==> config.mk <==
export PLATFORM = sky130hd
export DESIGN_NAME = measurement_shot_histogram
export DESIGN_NICKNAME = d
export VERILOG_FILES = /design/src/rtl/measurement_shot_histogram_pkg.sv /design/src/rtl/measurement_shot_histogram_shot_bin_file.sv /design/src/rtl/measurement_shot_histogram.sv
export SDC_FILE = /design/constraint.sdc
export NUM_CORES = 1
export LEC_CHECK = 0
export CAP_MARGIN = 0
export CORE_ASPECT_RATIO = 0.75
export CORE_MARGIN = 5
export CORE_UTILIZATION = 60
export CTS_BUF_LIST = sky130_fd_sc_hd__clkbuf_8
export CTS_CLUSTER_DIAMETER = 40
export DETAILED_ROUTE_END_ITERATION = 16
export GPL_TIMING_DRIVEN = 0
export PLACE_DENSITY = 0.79
export SLEW_MARGIN = 20
export SYNTH_ARGS = -nofsm -noshare
export SYNTH_HDL_FRONTEND = slang
export SYNTH_SLANG_ARGS = --single-unit
==> constraint.sdc <==
create_clock -name clk -period 5.3 [get_ports clk]
set_input_delay 1.06 -clock clk [delete_from_list [all_inputs] [get_ports clk]]
set_output_delay 1.06 -clock clk [all_outputs]
set_load 0.01 [all_outputs]
==> src/rtl/measurement_shot_histogram_pkg.sv <==
// -----------------------------------------------------------------------------
// qeip_meas_pkg
// Shared definitions for the measurement shot histogram:
//   - meas_state_e : controller state encoding (IDLE, CLEAR, COLLECT, SCAN, DONE)
//   - num_weight() : number of histogram bins for a given basis-state width
//   - count_width_ok() : legality of the bin/shot counter width for a shot count
// -----------------------------------------------------------------------------
package qeip_meas_pkg;

   typedef enum logic [2:0] {
      IDLE    = 3'd0,
      CLEAR   = 3'd1,
      COLLECT = 3'd2,
      SCAN    = 3'd3,
      DONE    = 3'd4
   } meas_state_e;

   // One bin per basis state.
   function automatic int num_weight(input int num_qubit);
      return 1 << num_qubit;
   endfunction

   // The counter must be able to hold NUM_SHOT without wrapping, and a run
   // must contain at least one shot so the argmax scan always finds a bin.
   function automatic bit count_width_ok(input int count_width, input int num_shot);
      if (num_shot < 1) return 1'b0;
      if (count_width >= 32) return 1'b1;
      return (longint'(1) << count_width) > longint'(num_shot);
   endfunction

endpackage

==> src/rtl/measurement_shot_histogram_shot_bin_file.sv <==
// -----------------------------------------------------------------------------
// shot_bin_file
// NUM_WEIGHT x COUNT_WIDTH histogram register array.
// Ports:
//   clk, rstnn            : clock, asynchronous active-low reset (bins -> 0)
//   clear                 : synchronous clear of every bin (wins over inc_en)
//   inc_en, inc_idx       : saturating +1 of bin inc_idx
//   rd_addr -> rd_count   : registered read port, 1-cycle latency; a read of a
//                           bin being incremented returns the old value
//   scan_idx -> scan_count: combinational read used by the argmax scan
// -----------------------------------------------------------------------------
module shot_bin_file
   import qeip_meas_pkg::*;
#(
   parameter int NUM_QUBIT   = 4,
   parameter int COUNT_WIDTH = 16
) (
   input  logic                   clk,
   input  logic                   rstnn,
   input  logic                   clear,
   input  logic                   inc_en,
   input  logic [NUM_QUBIT-1:0]   inc_idx,
   input  logic [NUM_QUBIT-1:0]   rd_addr,
   output logic [COUNT_WIDTH-1:0] rd_count,
   input  logic [NUM_QUBIT-1:0]   scan_idx,
   output logic [COUNT_WIDTH-1:0] scan_count
);

   localparam int NUM_WEIGHT = num_weight(NUM_QUBIT);

   logic [COUNT_WIDTH-1:0] bins_q [NUM_WEIGHT];
   logic [COUNT_WIDTH-1:0] bins_d [NUM_WEIGHT];
   logic [COUNT_WIDTH-1:0] rd_count_q;
   logic [COUNT_WIDTH-1:0] rd_count_d;

   always_comb begin
      bins_d = bins_q;
      if (clear) begin
         for (int i = 0; i < NUM_WEIGHT; i++) begin
            bins_d[i] = '0;
         end
      end else if (inc_en && (bins_q[inc_idx] != '1)) begin
         // Saturate instead of wrapping so a bad configuration cannot make a
         // heavy bin look light.
         bins_d[inc_idx] = bins_q[inc_idx] + COUNT_WIDTH'(1);
      end
      // Read uses the current register contents, hence pre-increment data.
      rd_count_d = bins_q[rd_addr];
   end

   always_ff @(posedge clk or negedge rstnn) begin
      if (!rstnn) begin
         for (int i = 0; i < NUM_WEIGHT; i++) begin
            bins_q[i] <= '0;
         end
         rd_count_q <= '0;
      end else begin
         bins_q     <= bins_d;
         rd_count_q <= rd_count_d;
      end
   end

   assign rd_count   = rd_count_q;
   assign scan_count = bins_q[scan_idx];

endmodule

==> src/rtl/measurement_shot_histogram.sv <==
// -----------------------------------------------------------------------------
// measurement_shot_histogram
// Bins NUM_SHOT basis-state samples into per-state counters, then scans the
// bins and reports the most frequent state (lowest index on ties).
// Ports:
//   clk, rstnn              : clock, asynchronous active-low reset
//   start                   : single-cycle run request (honoured in IDLE only)
//   sample, sample_stb      : basis-state sample and its valid strobe; counted
//                             only in COLLECT
//   busy                    : high whenever the controller is not IDLE
//   done                    : one-cycle pulse, best_state/best_count valid
//   best_state, best_count  : argmax bin and its count of the last finished run
//   rd_addr -> rd_count     : registered histogram read, 1-cycle latency
// Handshake: sample is consumed on every clock edge where sample_stb=1 and the
// controller is in COLLECT; there is no back-pressure, strobes elsewhere are
// dropped.
// -----------------------------------------------------------------------------
module measurement_shot_histogram
   import qeip_meas_pkg::*;
#(
   parameter int NUM_QUBIT   = 4,
   parameter int NUM_SHOT    = 1024,
   parameter int COUNT_WIDTH = 16
) (
   input  logic                   clk,
   input  logic                   rstnn,
   input  logic                   start,
   input  logic [NUM_QUBIT-1:0]   sample,
   input  logic                   sample_stb,
   output logic                   busy,
   output logic                   done,
   output logic [NUM_QUBIT-1:0]   best_state,
   output logic [COUNT_WIDTH-1:0] best_count,
   input  logic [NUM_QUBIT-1:0]   rd_addr,
   output logic [COUNT_WIDTH-1:0] rd_count
);

   localparam int NUM_WEIGHT = num_weight(NUM_QUBIT);
   localparam logic [COUNT_WIDTH-1:0] SHOT_LAST = COUNT_WIDTH'(NUM_SHOT);
   localparam logic [NUM_QUBIT-1:0]   IDX_LAST  = NUM_QUBIT'(NUM_WEIGHT - 1);

   if (!count_width_ok(COUNT_WIDTH, NUM_SHOT)) begin : g_bad_cfg
      $error("measurement_shot_histogram: COUNT_WIDTH too small for NUM_SHOT");
   end

   meas_state_e            state_q,      state_d;
   logic [COUNT_WIDTH-1:0] shot_cnt_q,   shot_cnt_d;
   logic [NUM_QUBIT-1:0]   scan_idx_q,   scan_idx_d;
   logic [COUNT_WIDTH-1:0] max_count_q,  max_count_d;
   logic [NUM_QUBIT-1:0]   max_state_q,  max_state_d;
   logic [COUNT_WIDTH-1:0] best_count_q, best_count_d;
   logic [NUM_QUBIT-1:0]   best_state_q, best_state_d;

   logic                   bin_clear;
   logic                   bin_inc;
   logic [COUNT_WIDTH-1:0] scan_count;
   logic                   scan_hit;
   logic [COUNT_WIDTH-1:0] cand_count;
   logic [NUM_QUBIT-1:0]   cand_state;

   shot_bin_file #(
      .NUM_QUBIT   (NUM_QUBIT),
      .COUNT_WIDTH (COUNT_WIDTH)
   ) u_bins (
      .clk        (clk),
      .rstnn      (rstnn),
      .clear      (bin_clear),
      .inc_en     (bin_inc),
      .inc_idx    (sample),
      .rd_addr    (rd_addr),
      .rd_count   (rd_count),
      .scan_idx   (scan_idx_q),
      .scan_count (scan_count)
   );

   // Strict compare: an equal later bin never displaces an earlier one, so
   // ties resolve to the lowest index.
   assign scan_hit   = scan_count > max_count_q;
   assign cand_count = scan_hit ? scan_count : max_count_q;
   assign cand_state = scan_hit ? scan_idx_q : max_state_q;

   always_comb begin
      state_d      = state_q;
      shot_cnt_d   = shot_cnt_q;
      scan_idx_d   = scan_idx_q;
      max_count_d  = max_count_q;
      max_state_d  = max_state_q;
      best_count_d = best_count_q;
      best_state_d = best_state_q;
      bin_clear    = 1'b0;
      bin_inc      = 1'b0;

      case (state_q)
         IDLE: begin
            if (start) state_d = CLEAR;
         end
         CLEAR: begin
            // best_* deliberately survive so the previous answer stays
            // readable until this run's scan finishes.
            bin_clear   = 1'b1;
            shot_cnt_d  = '0;
            scan_idx_d  = '0;
            max_count_d = '0;
            max_state_d = '0;
            state_d     = COLLECT;
         end
         COLLECT: begin
            if (sample_stb) begin
               bin_inc    = 1'b1;
               shot_cnt_d = shot_cnt_q + COUNT_WIDTH'(1);
               if (shot_cnt_d == SHOT_LAST) state_d = SCAN;
            end
         end
         SCAN: begin
            max_count_d = cand_count;
            max_state_d = cand_state;
            scan_idx_d  = scan_idx_q + NUM_QUBIT'(1);
            if (scan_idx_q == IDX_LAST) begin
               best_count_d = cand_count;
               best_state_d = cand_state;
               state_d      = DONE;
            end
         end
         DONE: begin
            state_d = IDLE;
         end
         default: begin
            state_d = IDLE;
         end
      endcase
   end

   always_ff @(posedge clk or negedge rstnn) begin
      if (!rstnn) begin
         state_q      <= IDLE;
         shot_cnt_q   <= '0;
         scan_idx_q   <= '0;
         max_count_q  <= '0;
         max_state_q  <= '0;
         best_count_q <= '0;
         best_state_q <= '0;
      end else begin
         state_q      <= state_d;
         shot_cnt_q   <= shot_cnt_d;
         scan_idx_q   <= scan_idx_d;
         max_count_q  <= max_count_d;
         max_state_q  <= max_state_d;
         best_count_q <= best_count_d;
         best_state_q <= best_state_d;
      end
   end

   assign busy       = (state_q != IDLE);
   assign done       = (state_q == DONE);
   assign best_state = best_state_q;
   assign best_count = best_count_q;

endmodule

Word level (Yosys, flattened, before mapping)
Index checks and enable logic that the tools add are counted.
{"block": "totals", "register_bits": 335, "in_bits": 12, "output_inout_bits": 38, "wordCells": 85}
{"block": "classes", "addsub": 3, "n_lt_le_gt_ge": 5, "n_eq_ne": 11, "n_mux": 29, "bitwise_logic": 3, "n_reduce_logical": 10}
{"cell": "256-bit 2-to-1 mux", "count": 2}
{"cell": "256-bit bitwise mux", "count": 1}
{"cell": "16-bit binary-select mux with 4-bit select", "count": 3}
{"cell": "16-bit 2-to-1 mux", "count": 9}
{"cell": "16-bit demux with 4-bit select", "count": 1}
{"cell": "16-bit one-hot mux with 2 select lines", "count": 2}
{"cell": "16-bit by 1-bit adder with 16-bit output, second input constant", "count": 2}
{"cell": "16-bit by 11-bit equality test with 1-bit output, second input constant", "count": 1}
{"cell": "16-bit > comparator", "count": 1}
{"cell": "16-bit inequality test, second input constant", "count": 1}
{"cell": "4-bit one-hot mux with 2 select lines", "count": 2}
{"cell": "5-bit >= comparator, second input constant", "count": 3}
{"cell": "4-bit NOT with 5-bit output", "count": 3}
{"cell": "3-bit 2-to-1 mux", "count": 4}
{"cell": "3-bit one-hot mux with 4 select lines", "count": 1}
{"cell": "2-bit inequality test, second input constant", "count": 4}
{"cell": "3-bit by 2-bit equality test with 1-bit output, second input constant", "count": 2}
{"cell": "2-bit nonzero test", "count": 3}
{"cell": "5-bit by 1-bit less-than comparator with 1-bit output, second input constant", "count": 1}
{"cell": "4-bit by 1-bit adder with 4-bit output, second input constant", "count": 1}
{"cell": "4-bit equality test, second input constant", "count": 1}
{"cell": "4-bit 2-to-1 mux", "count": 1}
{"cell": "2-bit AND reduction", "count": 2}
{"cell": "4-bit AND reduction", "count": 1}
{"cell": "6 further kinds", "count": 9}

Longest topological paths before layout
{"block": "depth", "depth_word": 8, "depth_mapped": 17, "mapped_depth_nobuf": 12}

By module
From an unflattened synthesis, not the netlist that was laid out.
{"block": "unflattened", "hier_cells": 1462, "hier_area_um2": 19595.0}
{"module": "shot_bin_file", "n_inst": 1, "cells_each": 1040, "area_per_inst_um2": 15874.0, "seq_area_each_um2": 6806.5}
{"module": "measurement_shot_histogram", "n_inst": 1, "cells_each": 422, "area_per_inst_um2": 3721.1, "seq_area_each_um2": 1576.5}

Least setup slack after synthesis
Ideal clock, no wire load.
{"block": "synth_timing", "path_kind": "flip-flop to flip-flop", "startpoint": "register scan_idx_q[0]", "endpoint": "register best_state_q[0] (netlist: best_state[0])", "setup_ns": 0.137, "arrival_ns": 4.395, "required_time_ns": 5.163, "setup_slack_ns": 0.768, "stages_incl_launch_ff": 15, "path_buffers": 5, "period_less_slack_ns": 4.532, "path_cell_list": "dfrtp_1 clkbuf_1 buf_2 buf_1 mux4_2 mux4_2 ha_1 nand4_1 or3_1 a21oi_1 o32a_1 clkbuf_1 buf_1 mux2i_1 a21oi_1"}
{"block": "synth_between", "elab_chain_cells": 6, "elab_cells_between_ends": 8, "cone_classes": "1 x order compare; 1 x eq/ne; 4 x mux; 1 x bitwise; 1 x reduce/logical"}
{"item": "start: declaration", "line": "measurement_shot_histogram.sv:48", "source": "logic [NUM_QUBIT-1:0] scan_idx_q, scan_idx_d;"}
{"item": "start signal: assignment", "line": "measurement_shot_histogram.sv:145", "source": "scan_idx_q <= scan_idx_d;"}
{"item": "4-bit NOT with 5-bit output (implied by the code)", "line": "measurement_shot_histogram_shot_bin_file.sv:64", "source": "assign scan_count = bins_q[scan_idx];"}
{"item": "16-bit binary-select mux with 4-bit select", "line": "measurement_shot_histogram_shot_bin_file.sv:64"}
{"item": "16-bit 2-to-1 mux (implied by the code) (2 in series)", "line": "measurement_shot_histogram_shot_bin_file.sv:64"}
{"item": "16-bit > comparator", "line": "measurement_shot_histogram.sv:78", "source": "assign scan_hit = scan_count > max_count_q;"}
{"item": "4-bit 2-to-1 mux", "line": "measurement_shot_histogram.sv:80", "source": "assign cand_state = scan_hit ? scan_idx_q : max_state_q;"}
{"item": "end signal: assignment", "line": "measurement_shot_histogram.sv:149", "source": "best_state_q <= best_state_d;"}
{"item": "end: declaration", "line": "measurement_shot_histogram.sv:52", "source": "logic [NUM_QUBIT-1:0] best_state_q, best_state_d;"}
Several ways; a longest one is shown, not always the timed one. The select of a mux whose other input is x is not followed.
A chain may end at the register's enable or synchronous reset.

Worst setup path in the final report
{"block": "layout_timing", "startpoint": "register scan_idx_q[1]", "endpoint": "register max_count_q[6]"}
{"block": "layout_between", "elab_chain_cells": 7}
{"item": "4-bit NOT with 5-bit output (implied by the code) (*)", "line": "measurement_shot_histogram_shot_bin_file.sv:64"}
{"item": "16-bit binary-select mux with 4-bit select (*)", "line": "measurement_shot_histogram_shot_bin_file.sv:64"}
{"item": "16-bit 2-to-1 mux (implied by the code) (*) (2 in series)", "line": "measurement_shot_histogram_shot_bin_file.sv:64"}
{"item": "16-bit > comparator", "line": "measurement_shot_histogram.sv:78"}
{"item": "16-bit 2-to-1 mux (*)", "line": "measurement_shot_histogram.sv:79", "source": "assign cand_count = scan_hit ? scan_count : max_count_q;"}
{"item": "16-bit one-hot mux with 2 select lines (*)", "line": "measurement_shot_histogram.sv:93", "source": "case (state_q)"}
{"item": "end signal: assignment", "line": "measurement_shot_histogram.sv:146", "source": "max_count_q <= max_count_d;"}
{"item": "end: declaration", "line": "measurement_shot_histogram.sv:49", "source": "logic [COUNT_WIDTH-1:0] max_count_q, max_count_d;"}
Mark *: on every way between the ends. The rest lies on a longest branch, timed or not. The select of a mux whose other input is x is not followed.

==> metrics.txt <==
Area Growth Syn to Fin 11.6%; fillers between 2000 and 2500; die width 220 µm; Netlist Area Pre-Place roughly 0.02 mm²; Int Power 5.07 mW; Tcrit/Tclk final 100%; largest net degree at the start of global routing just under 100; share of total power in sequential cells 38.3%; Placer Congestion roughly 1.1; buffer and inverter count on the worst path 5; most frequent cell after synthesis dfrtp_1; Max-slew headroom 12.5%; Compound-Gate Fraction of Synth Area between 10% and 20%; largest family of logic cells by synthesized area multiplexers; top-area cell type share of the netlist area 42.1%; Slew Limit Fails 0; initial antenna violation count 1; top post-synthesis cells by count 335 x dfrtp_1, 225 x mux4_2, 207 x nand3_1, 182 x nand2_1, 90 x o21ai_0; WS Path Type reg -> reg; proportion of layout cells with a drive suffix above 1 23.8%; Setup WS post-layout -8.16 ps; EDFF count, synth 0; Hold Path Class in -> async; Cell Pwr Density roughly 360 mW/mm²; DRT iter0 DRCs 3742; CP cell instances clkbuf_1 -> clkdlybuf4s15_2 -> clkbuf_2 -> mux4_2 -> mux4_2 -> ha_1 -> a21o_1 -> a21o_1 -> a2111oi_0 -> o31ai_1 -> o32a_1 -> clkbuf_1 -> clkbuf_1 -> o311ai_0; Sw Ratio between 30 and 40%; leakage approximately 9.3 nW; Logic pwr share 30.2%; Die ar. 0.0370 mm²; Clock Tree Buf Depth 3; Critical Path RT 5790 ps; synthesized area per cell ~12 µm²; total CTS buffers 53; Arr. time, crit path 5800 ps; number of global-route vias before repair 17400; min cycle time layout between 5000 and 6000 ps; status finished with violations; final net count 1831; maximum fanout along the worst path 10; flop and latch count out of synthesis 335; synth unique cells 64; clk_lat worst skew 650 ps; RSZ-0062 raised after global routing false; Design Power between 7 and 8 mW; Synth area leaders dfrtp_1 42%, mux4_2 25%, nand3_1 5.2%, nand2_1 3.4%, o21ai_0 2.3%; Final ANT Viol Nets 0; FP Rows 57; clock slew seen by the registers of the worst setup and hold paths about 60 ps; Die Y between 150 and 200 µm; dpl hpwl 50800 µm; Adder-Cell Fraction of Synth Area 1.19%; CP startpoint kind flip-flop; post-synthesis sequential area ratio approximately 42%; setup violators final 1; Worst path depth 14; most used cell, CP clkbuf_1; failing checks setup timing; I/O Pins 50; IO buf count 42; max frequency 188 MHz; Pre-antenna DRT Iters 8; clock tree from TritonCTS done; predominant post-synthesis flop cell dfrtp_1; gr usage total 39.6%; Post-Place Worst Slack -1000 ps; Post-synth ARST share between 90% and 100%; Crit path max-delay family buffers and inverters; XOR/XNOR share of the synthesized area 0.697%; GRT overflow 0; multiplexer share of the synthesized area 26.7%; via count roughly 17000; Net Switching 2.87 mW; Routed WL 72600 µm; Worst Reg-to-Reg Cells 14; Crit. End Element flip-flop; critical-path cell with the highest stage delay clkdlybuf4s15_2; Synth Area in Simple Gates 13.1%; final hold vios 0; syn nets 1731; clk_skew between 30 and 40 ps; H-tree depth 2; Synth Warn # 0; Core Box Area between 0.03 and 0.04 mm²; Yosys top cell by area dfrtp_1; WL per Instance about 32 µm; Root Buffer clkbuf_8; CTS sink cnt 335; max cap viols 0; Clk pwr share 31.5%; # hold bufs at CTS 0; Syn Inst Count 1700; final non-filler cell area 0.0222 mm²; Least-Margin Pin Slew 1310 ps; Worst path max stage delay between 500 and 600 ps; first-pass GRT wire length 108000 µm; peak supply drop 0.293 mV; Placed Area 0.0210 mm²; # DRC 0; Initial Utilization 61.1%; vias per inst 7.61
-- area by class of cell --
type,instances,area (µm²),share of cell area [%]
repair buffers,45,508,2.28
multi-input cells,1181,10700,47.9
inverters,20,75.1,0.338
flip-flops and latches,335,8380,37.7
clock buffers,69,950,4.27
diodes,2,5.00,0.0225
clock inverters,30,243,1.09
well taps,442,553,2.49
plain buffers,164,865,3.89
-- per-stage QoR --
step / hold WS [ps] / instances / TNS [ps] / utilization (%)
2_1_floorplan: 472 / 1700 / 0 / -
3_3_place_gp: 498 / 2184 / -3827880 / 64.1
3_5_place_dp: 503 / 2187 / -95550 / 64.4
4_1_cts: 477 / 2286 / 0 / 68.1
5_1_grt: 521 / 2286 / 0 / 68.2
6_report: 476 / 2288 / -8.16 / 68.2
-- cell usage in the layout, fill, tap and decap left out, types with 18 or more instances in the layout --
cell and instances:
a21oi_1 33, clkdlybuf4s50_1 41, mux4_2 225, clkbuf_1 62
a22oi_1 26, ha_1 19, nand2_1 182, dfrtp_1 335
mux2i_1 22, buf_2 45, a2bb2o_1 18, nand3_1 207
clkbuf_8 69, o21ai_0 89, inv_1 34, o2bb2ai_1 36
nor2_1 66, o21ai_1 77
-- registers in the layout (all words and copies together) (netlist names) --
register	flops
best_state	4
best_count	16
max_state_q	4
state_q	3
u_bins.rd_count	16
max_count_q	16
u_bins.bins_q	256
shot_cnt_q	16
scan_idx_q	4
-- power by group through the flow --
stage / Combinational, mW / Clock [mW] / Sequential [mW]
after global routing: 2.48 / 2.62 / 3.06
after CTS: 2.27 / 2.49 / 3.02
after global placement: 2.20 / 0 / 3.05
after detailed placement: 2.26 / 0 / 3.07
after floorplan: 1.35 / 0 / 3.04
final: 2.39 / 2.50 / 3.04
-- what timing repair did --
| action | CTS | global route |
|---|---|---|
| endpoints found under the setup margin | 60 | 121 |
| resized for setup | 10 | 8 |
| buffers inserted | 0 | 0 |
| pin swaps | 0 | 0 |
| cloned | 0 | 0 |
-- worst paths after layout --
check / start / to / slack (ps)
max: scan_idx_q[1] / max_count_q[6] / -8
min: rstnn / shot_cnt_q[1] / 480
max reg2reg: scan_idx_q[1] / max_count_q[6] / -8
min reg2reg: max_count_q[15] / max_count_q[15] / 510
max in group asynchronous: rstnn / u_bins.bins_q[129] / 3520
min in group clk: max_count_q[15] / max_count_q[15] / 510
-- kinds of logic after synthesis --
family / Yosys count
compound gates: 350
xor+xnor: 15
fa+ha+maj: 19
buf+inv: 184
flops: 335
mux: 249
simple gates: 548
-- worst register-to-register path: stages (launching register included) --
cell	delay, ps
dfrtp_1	350
clkbuf_1	250
clkdlybuf4s15_2	580
clkbuf_2	580
mux4_2	450
mux4_2	550
ha_1	320
a21o_1	160
a21o_1	170
a2111oi_0	480
o31ai_1	180
o32a_1	200
clkbuf_1	200
clkbuf_1	300
o311ai_0	400
-- per-layer routing --
layer  GRT usage (%)  vias to the layer above  wire length [µm]
met1            49.7                     8374             24000
li1                -                     6747                 -
met3            25.5                      507             14300
met5           0.400                        -                20
met2            52.4                     1783             28800
met4            21.2                        2              5460
Power figures use the tool's default switching activity.
